[config.mk]
export PLATFORM = sky130hd
export DESIGN_NAME = dfd_te_mso_dec
export DESIGN_NICKNAME = d
export VERILOG_FILES = /design/src/rtl/dfd_te_mso_dec.sv
export SDC_FILE = /design/constraint.sdc
export NUM_CORES = 1
export LEC_CHECK = 0
export CAP_MARGIN = 30
export CORE_UTILIZATION = 30
export CTS_BUF_LIST = sky130_fd_sc_hd__clkbuf_8
export DETAILED_ROUTE_END_ITERATION = 8
export GPL_TIMING_DRIVEN = 0
export PLACE_DENSITY = 0.57
export SYNTH_ARGS = -nofsm -noshare
export SYNTH_HDL_FRONTEND = slang
export SYNTH_SLANG_ARGS = --single-unit
[constraint.sdc]
create_clock -name clk -period 5.75 [get_ports clk]
set_input_delay 1.15 -clock clk [delete_from_list [all_inputs] [get_ports clk]]
set_output_delay 1.15 -clock clk [all_outputs]
set_load 0.01 [all_outputs]
[src/rtl/dfd_te_mso_dec.sv]
// MSEO trace-stream decoder: reassembles {MDO, MSEO} bytes into LSB-first fields
// with first/last/overflow tags and flags reserved MSEO codes.
module dfd_te_mso_dec #(
   parameter int MDO_BITS   = 6,
   parameter int MSO_BITS   = 2,
   parameter int DATA_WIDTH = 64,
   parameter int MAX_BYTES  = (DATA_WIDTH + MDO_BITS - 1) / MDO_BITS
) (
   input  logic                          clk,
   input  logic                          reset,
   input  logic                          byte_valid,
   input  logic [MDO_BITS+MSO_BITS-1:0]  byte_in,
   output logic                          byte_ready,
   output logic                          field_valid,
   input  logic                          field_ready,
   output logic [DATA_WIDTH-1:0]         field_data,
   output logic [$clog2(MAX_BYTES):0]    field_len_bytes,
   output logic                          field_first,
   output logic                          field_last,
   output logic                          field_ovf,
   output logic                          proto_err
);

   localparam int LEN_W = $clog2(MAX_BYTES) + 1;

   localparam logic [MSO_BITS-1:0] MSEO_CONT      = MSO_BITS'(2'b00);
   localparam logic [MSO_BITS-1:0] MSEO_END_FIELD = MSO_BITS'(2'b01);
   localparam logic [MSO_BITS-1:0] MSEO_RSVD      = MSO_BITS'(2'b10);
   localparam logic [MSO_BITS-1:0] MSEO_END_MSG   = MSO_BITS'(2'b11);

   typedef enum logic [1:0] {
      S_IDLE   = 2'd0,
      S_MSG    = 2'd1,
      S_RESYNC = 2'd2
   } state_t;

   state_t                  state_q, state_d;
   logic [DATA_WIDTH-1:0]   acc_q, acc_d;
   logic [LEN_W-1:0]        cnt_q, cnt_d;
   logic                    first_q, first_d;
   logic                    ovf_q, ovf_d;
   logic                    perr_d;

   logic                    load;
   logic [DATA_WIDTH-1:0]   ld_data;
   logic [LEN_W-1:0]        ld_len;
   logic                    ld_first, ld_last, ld_ovf;

   logic                    accept;
   logic [MSO_BITS-1:0]     mseo;
   logic [DATA_WIDTH-1:0]   mdo_ext;
   logic [31:0]             shamt;
   logic                    at_max;
   logic [DATA_WIDTH-1:0]   merged;

   assign byte_ready = !(field_valid && !field_ready);
   assign accept     = byte_valid && byte_ready;
   assign mseo       = byte_in[MSO_BITS-1:0];
   assign mdo_ext    = DATA_WIDTH'(byte_in[MDO_BITS+MSO_BITS-1:MSO_BITS]);
   assign shamt      = 32'(MDO_BITS) * 32'(cnt_q);
   assign at_max     = (cnt_q == LEN_W'(MAX_BYTES));
   // Once the field is full, extra bytes are dropped rather than shifted in.
   assign merged     = at_max ? acc_q : (acc_q | (mdo_ext << shamt));

   // NOTE: every output of this block gets a default first so no path infers a latch.
   always_comb begin
      state_d  = state_q;
      acc_d    = acc_q;
      cnt_d    = cnt_q;
      first_d  = first_q;
      ovf_d    = ovf_q;
      perr_d   = 1'b0;
      load     = 1'b0;
      ld_data  = '0;
      ld_len   = '0;
      ld_first = 1'b0;
      ld_last  = 1'b0;
      ld_ovf   = 1'b0;

      if (accept) begin
         unique case (state_q)
            S_IDLE: begin
               if (mseo == MSEO_CONT) begin
                  acc_d   = mdo_ext;
                  cnt_d   = LEN_W'(1);
                  first_d = 1'b1;
                  ovf_d   = 1'b0;
                  state_d = S_MSG;
               end else if (mseo == MSEO_END_FIELD) begin
                  load     = 1'b1;
                  ld_data  = mdo_ext;
                  ld_len   = LEN_W'(1);
                  ld_first = 1'b1;
                  acc_d    = '0;
                  cnt_d    = '0;
                  first_d  = 1'b0;
                  ovf_d    = 1'b0;
                  state_d  = S_MSG;
               end else if (mseo == MSEO_RSVD) begin
                  perr_d  = 1'b1;
                  acc_d   = '0;
                  cnt_d   = '0;
                  ovf_d   = 1'b0;
                  state_d = S_RESYNC;
               end
            end

            S_MSG: begin
               if (mseo == MSEO_RSVD) begin
                  perr_d  = 1'b1;
                  acc_d   = '0;
                  cnt_d   = '0;
                  first_d = 1'b0;
                  ovf_d   = 1'b0;
                  state_d = S_RESYNC;
               end else if (mseo == MSEO_CONT) begin
                  acc_d = merged;
                  cnt_d = at_max ? cnt_q : cnt_q + LEN_W'(1);
                  ovf_d = ovf_q || at_max;
               end else begin
                  // A terminator arriving on a full field is itself one byte too many.
                  load     = 1'b1;
                  ld_data  = merged;
                  ld_len   = at_max ? cnt_q : cnt_q + LEN_W'(1);
                  ld_first = first_q;
                  ld_last  = (mseo == MSEO_END_MSG);
                  ld_ovf   = ovf_q || at_max;
                  acc_d    = '0;
                  cnt_d    = '0;
                  first_d  = 1'b0;
                  ovf_d    = 1'b0;
                  state_d  = (mseo == MSEO_END_MSG) ? S_IDLE : S_MSG;
               end
            end

            S_RESYNC: begin
               if (mseo == MSEO_END_MSG) state_d = S_IDLE;
            end

            default: state_d = S_IDLE;
         endcase
      end
   end

   // NOTE: sequential state uses non-blocking assignments so all registers update together.
   always_ff @(posedge clk or posedge reset) begin
      if (reset) begin
         state_q <= S_IDLE;
         acc_q   <= '0;
         cnt_q   <= '0;
         first_q <= 1'b0;
         ovf_q   <= 1'b0;
      end else begin
         state_q <= state_d;
         acc_q   <= acc_d;
         cnt_q   <= cnt_d;
         first_q <= first_d;
         ovf_q   <= ovf_d;
      end
   end

   // Field holding register: loads only when a byte is accepted, which implies the slot is free.
   always_ff @(posedge clk or posedge reset) begin
      if (reset) begin
         field_valid     <= 1'b0;
         field_data      <= '0;
         field_len_bytes <= '0;
         field_first     <= 1'b0;
         field_last      <= 1'b0;
         field_ovf       <= 1'b0;
         proto_err       <= 1'b0;
      end else begin
         proto_err <= perr_d;
         if (load) begin
            field_valid     <= 1'b1;
            field_data      <= ld_data;
            field_len_bytes <= ld_len;
            field_first     <= ld_first;
            field_last      <= ld_last;
            field_ovf       <= ld_ovf;
         end else if (field_ready) begin
            field_valid <= 1'b0;
         end
      end
   end

endmodule

==> flow_summary.toml, run 1 <==
[yosys]
syn-num-nets = 715
synth_area_leaders = "dfrtp_1 (53%), a22oi_1 (7.3%), o21ai_0 (7.1%)"
synth_area_leader_cell = "dfrtp_1"
synthMuxAreaShare_pct = 1.37
synth_top_area_share_pct = 52.9
synth.distinct_cells = 66
synth_edf_count = 0
synth-xor-area-share_pct = 0.630
ys_ff_latch = 147
avgSynthCellArea_um2 = 10.0
synthAdderAreaFrac_pct = 1.55
synth-warning-count = 0
synth-seq-area-share_pct = 52.9
synth-main-ff-cell = "dfrtp_1"
synthesis.area_um2 = 6950
synth-compound-area-share_pct = 24.7
synth.most_common_cell = "dfrtp_1"
synthSimpleGateAreaFrac_pct = 14.7
syn_inst = 695
ys_async_sr_fraction_pct = 100
synth_top_family_by_area = "compound AO/OA/AOI/OAI gates"
ys_top_cells_by_count = "dfrtp_1 (147), nand2_1 (99), o21ai_0 (99)"

[timing]
hold_viol_final = 0
skew_ns = 0.00815
slew_headroom_pct = 31.4
drv_slew = 0
tightest_slew_ns = 1.01
max_clock_freq_ghz = 0.276
fin_crit_sh_pct = 63.0
fin_hold_ws_ns = 0.483
grt_setup_unrepaired = "false"
setup_violations = 0
period_needed_ns = 3.62

[critical_path]
cp.arrival_ns = 2.47
cp_top_family = "buffers and inverters"
cp_cell_sequence = "clkdlybuf4s50_1 > nand2b_1 > buf_2 > clkdlybuf4s50_1"
critPathBufInv = 3
cpPeakStageDelay_ns = 0.57
critPathRequiredTime_ns = 4.60
crit_type = "input port to output port"
cp_slowest_cell = "clkdlybuf4s50_1"
cp-end-kind = "output port"
cpMostUsedCell = "clkdlybuf4s50_1"
cp-start-kind = "input port"
cp_max_fo = 10

[floorplan]
dieHeight_um = 154
start_util_pct = 30.6
num_rows = 55
io_pins = 87
die_area_um2 = 23800
coreArea_um2 = 22700
die_w_um = 154

[outcome]
status = "completed"

[cells_and_area]
final_layout_size_suffix_gt1_share_pct = 10.4
finalNetCount = 819
utilization_pct = 37.6
area_growth_pct = 22.7
nFillCells = 2305
antenna_cells = 0

[cts]
postCtsSetupBuffers = 0
clk_path_buf_depth = 2
cts_tree = "built"
cts_buffers = 17
cts_htree_levels = 4
clk_latency_ns = 0.46
clkTransAtPathRegs_ns = 0.08
cts.sinks = 147
cts_resized = 0
cts_root_buf = "clkbuf_8"
cts_hold_buf = 0

[global_routing]
antenna_found_initial = 0
grt_pass1_vias = 5736
grt_start_max_net_pins = 92
grt-ovfl-total = 0
grtUsageTotal_pct = 19.3
grt_pass1_wl_um = 34500

[power]
leakage_nw = 3.52
ir_drop_mv = 0.125
p_total_mw = 2.50
p_per_area_nw_per_um2 = 293

[route]
drt-total-wl_um = 22100
vias_per_cell = 5.38
wl_per_cell_um = 20.2
drc_errors = 0
dr.pass1.iters = 5
drt.antenna.violating_nets = 0
drt_first_iter_violations = 587
vias = 5894

[placed_design]
port_buffers = 84
place_congestion = 0.908
hpwl_um = 15800

[worst_hold_path]
min-delay-path-class = "register to register"

[flow_run]
drv_cap = 0
-- final cells by class --
class / instances / area [um^2] / area share [%]
buffer: 49 / 256 / 3.01
clock buffer: 17 / 234 / 2.74
clock inverter: 14 / 115 / 1.35
inverter: 10 / 42.5 / 0.499
multi-input combinational: 489 / 2980 / 34.9
sequential: 147 / 3680 / 43.1
tap: 285 / 357 / 4.18
timing repair buffer: 85 / 868 / 10.2
-- worst paths after layout --
check	depth (start not counted)	end	from	slack (ns)
min reg2reg	2	acc_q[35]	acc_q[35]	0.48
max	4	byte_ready	field_ready	2.13
min in group asynchronous	2	proto_err	reset	1.12
min	2	acc_q[35]	acc_q[35]	0.48
max reg2reg	8	field_data[40]	cnt_q[0]	2.39
max in group asynchronous	3	field_data[23]	reset	3.79
-- where the power goes --
part	leakage (nW)	switching, mW	total [mW]	internal (mW)
combinational	1.31	0.335	0.563	0.228
sequential	2.02	0.0640	1.18	1.11
clock	0.181	0.419	0.755	0.337
total	3.52	0.818	2.50	1.68
-- through the flow --
step	instance area [um^2]	instances	TNS, ns	setup slack, ns
after floorplan	6950	695	0	0.649
after global placement	8150	1064	-222.91	-1.53
after detailed placement	8180	1065	0	2.12
after CTS	8530	1096	0	2.11
after global routing	8530	1096	0	2.04
final	8530	1096	0	2.13
-- sequential cells by signal, indices dropped and copies added, names as in the netlist --
name and flops:
field_last 1, proto_err 1, field_first 1, ovf_q 1, acc_q 64, field_ovf 1, field_valid 1, state_q 2
cnt_q 5, first_q 1, field_len_bytes 5, field_data 64
-- logic make-up after synthesis --
family	after synthesis
multiplexers	9
AND/OR/NAND/NOR	201
AO/OA/AOI/OAI	266
adder cells (fa/ha/maj)	8
XOR/XNOR	5
buffers and inverters	59
flip-flops	147
-- placed cells by master (no fill, tap or decap), types with 11 or more instances in the layout --
cell type / netlist / final
o21ai_0: 99 / 99
o21ai_1: 18 / 18
dfrtp_1: 147 / 147
a21oi_1: 18 / 18
nor2_1: 18 / 18
inv_1: 10 / 11
o31ai_1: 13 / 13
clkbuf_8: 0 / 17
nand3_1: 21 / 21
clkdlybuf4s50_1: 0 / 84
nor3_1: 11 / 11
a22o_1: 17 / 17
clkbuf_1: 14 / 14
nand2_1: 99 / 99
a22oi_1: 68 / 68
buf_2: 25 / 25
-- per-layer routing --
layer	share of wire [%]	GRT usage, %	up-vias	routed length (um)
li1	-	-	2761	-
met1	47	27.3	2896	10400
met2	46	29.9	207	10100
met3	5.6	3.45	30	1250
met4	1.8	6.29	0	405
met5	0	0	-	0
-- worst register-to-register path, delay by kind of cell, from the launching register on --
family | cells | cell delay, ns
simple gates | 3 | 1.32
fa+ha+maj | 2 | 0.87
compound gates | 2 | 0.30
buf+inv | 1 | 0.32
flops | 1 | 0.48
(Power assumes the default switching activity.)
==> inputs of run 2 (changes only) <==
==> constraint.sdc (replaced) <==
create_clock -name clk -period 3.6 [get_ports clk]
set_input_delay 0.72 -clock clk [delete_from_list [all_inputs] [get_ports clk]]
set_output_delay 0.72 -clock clk [all_outputs]
set_load 0.01 [all_outputs]
==> flow_summary.toml, run 2 (synthesis gave the netlist of run 1 again) <==
[outcome]
status = "completed"

[cts]
postCtsSetupBuffers = 0
cts_root_buf = "clkbuf_8"
cts.sinks = 147
cts_htree_levels = 4
clk_path_buf_depth = 2
cts_hold_buf = 0
cts_buffers = 17
clkTransAtPathRegs_ns = 0.08
cts_tree = "built"
clk_latency_ns = 0.47
cts_resized = 0

[route]
drt_first_iter_violations = 491
drt.antenna.violating_nets = 0
drc_errors = 0
vias = 5953
wl_per_cell_um = 20.3
drt-total-wl_um = 22300
dr.pass1.iters = 5
vias_per_cell = 5.42

[floorplan]
start_util_pct = 30.6
num_rows = 55
coreArea_um2 = 22700
die_area_um2 = 23800
die_w_um = 154
dieHeight_um = 154
io_pins = 87

[critical_path]
crit_type = "register to register"
critPathBufInv = 1
r2r_cells = 8
cp_slowest_cell = "nor3_1"
path_depth = 8
r2r-start = "cnt_q[0]"
cp_max_fo = 10
cp-end-kind = "register"
r2r_end = "field_data[40]"
cp_cell_sequence = "ha_1 > fa_1 > clkbuf_1 > nor4bb_1 > a31oi_1 > nor3_1 > nand2_1 > o21ai_0"
cp.arrival_ns = 3.68
critPathRequiredTime_ns = 3.98
cpPeakStageDelay_ns = 0.74
r2r_slack_ns = 0.30
cp-start-kind = "register"
cp_top_family = "simple AND/OR/NAND/NOR gates"

[power]
ir_drop_mv = 0.202
p_per_area_nw_per_um2 = 479
leakage_nw = 3.55
p_total_mw = 4.12

[global_routing]
use_met2_pct = 29.6
grt_pass1_wl_um = 34700
grt_start_max_net_pins = 42
grt_pass1_vias = 5821
grt_use_met3_pct = 3.05
grt-ovfl-total = 0
grtUsageTotal_pct = 19.4
busiest_layer = "met2"
antenna_found_initial = 0
met1_usage_pct = 27.8

[cells_and_area]
largestRegisters = "acc_q x64, field_data x64"
utilization_pct = 38.0
final_common_cell = "dfrtp_1"
finalNetCount = 821
finish.instance_area_um2 = 8620
antenna_cells = 0
nFillCells = 2310
area_growth_pct = 24.0
final_cell_mix = "dfrtp_1 (147), nand2_1 (99), o21ai_0 (99), clkdlybuf4s50_1 (84), a22oi_1 (68)"
regArea_um2 = 3680
multi_input_area_um2 = 2980
final_layout_size_suffix_gt1_share_pct = 10.9

[placed_design]
place_congestion = 0.895
place_ws_ns = 0.388
hpwl_um = 16100
port_buffers = 84
place_area_um2 = 8210

[timing]
setup_violations = 0
setup_ws_ns = 0.300
skew_ns = 0.0120
fin_crit_sh_pct = 91.7
slew_headroom_pct = 25.3
tightest_slew_ns = 1.10
grt_setup_unrepaired = "false"
period_needed_ns = 3.30
max_clock_freq_ghz = 0.303
finalSetupTns_ns = 0
hold_viol_final = 0
drv_slew = 0

[worst_hold_path]
min-delay-path-class = "register to register"
hold_start = "field_ovf"
hold_path_end = "field_ovf"
hold_depth = 2

[flow_run]
drv_cap = 0
-- run 2: changes by cell type in the layout (fill, tap and decap cells not counted), sizes merged --
cell,before,now
clkinv,5,2
inv,15,14
buf,33,35
clkinvlp,3,4
clkbuf,34,38
-- run 2: where the power goes --
part | leakage (nW) | switching [mW] | total, mW | internal (mW)
sequential | 2.02 | 0.102 | 1.88 | 1.78
clock | 0.198 | 0.698 | 1.33 | 0.636
combinational | 1.32 | 0.544 | 0.911 | 0.367
-- run 2: layout make-up --
cell class / count / area share (%)
Timing Repair Buffer: 87 / 10.5
Inverter: 10 / 0.479
Buffer: 49 / 2.98
Sequential cell: 147 / 42.7
Clock buffer: 21 / 3.35
Multi-Input combinational cell: 489 / 34.6
Clock inverter: 11 / 1.35
Tap cell: 285 / 4.14
-- run 2: how the worst max path moves through the flow --
stage | startpoint | to
floorplan | reset | acc_q[0]
global placement | reset | field_data[27]
detailed placement | cnt_q[0] | field_data[57]
CTS | cnt_q[0] | field_data[57]
global route | cnt_q[0] | field_data[57]
finish | cnt_q[0] | field_data[40]
-- run 2: metrics by stage --
| stage | instances | hold slack [ns] |
|---|---|---|
| finish | 1099 | 0.483 |
| global route | 1099 | 0.499 |
| CTS | 1099 | 0.486 |
| detailed placement | 1067 | 0.462 |
| global placement | 1064 | 0.460 |
| floorplan | 695 | 0.445 |
-- run 2: tightest hold or removal path, stage by stage (launching register included) --
cell	delay (ns)
dfrtp_1	0.36
nand2_1	0.05
nand2_1	0.05
-- run 2: routing by layer --
metal	wire length (um)	up-vias	share of wire, %
met2	10100	195	45
met5	0	-	0
li1	-	2769	-
met1	10500	2960	47
met3	1170	29	5.2
met4	473	0	2.1
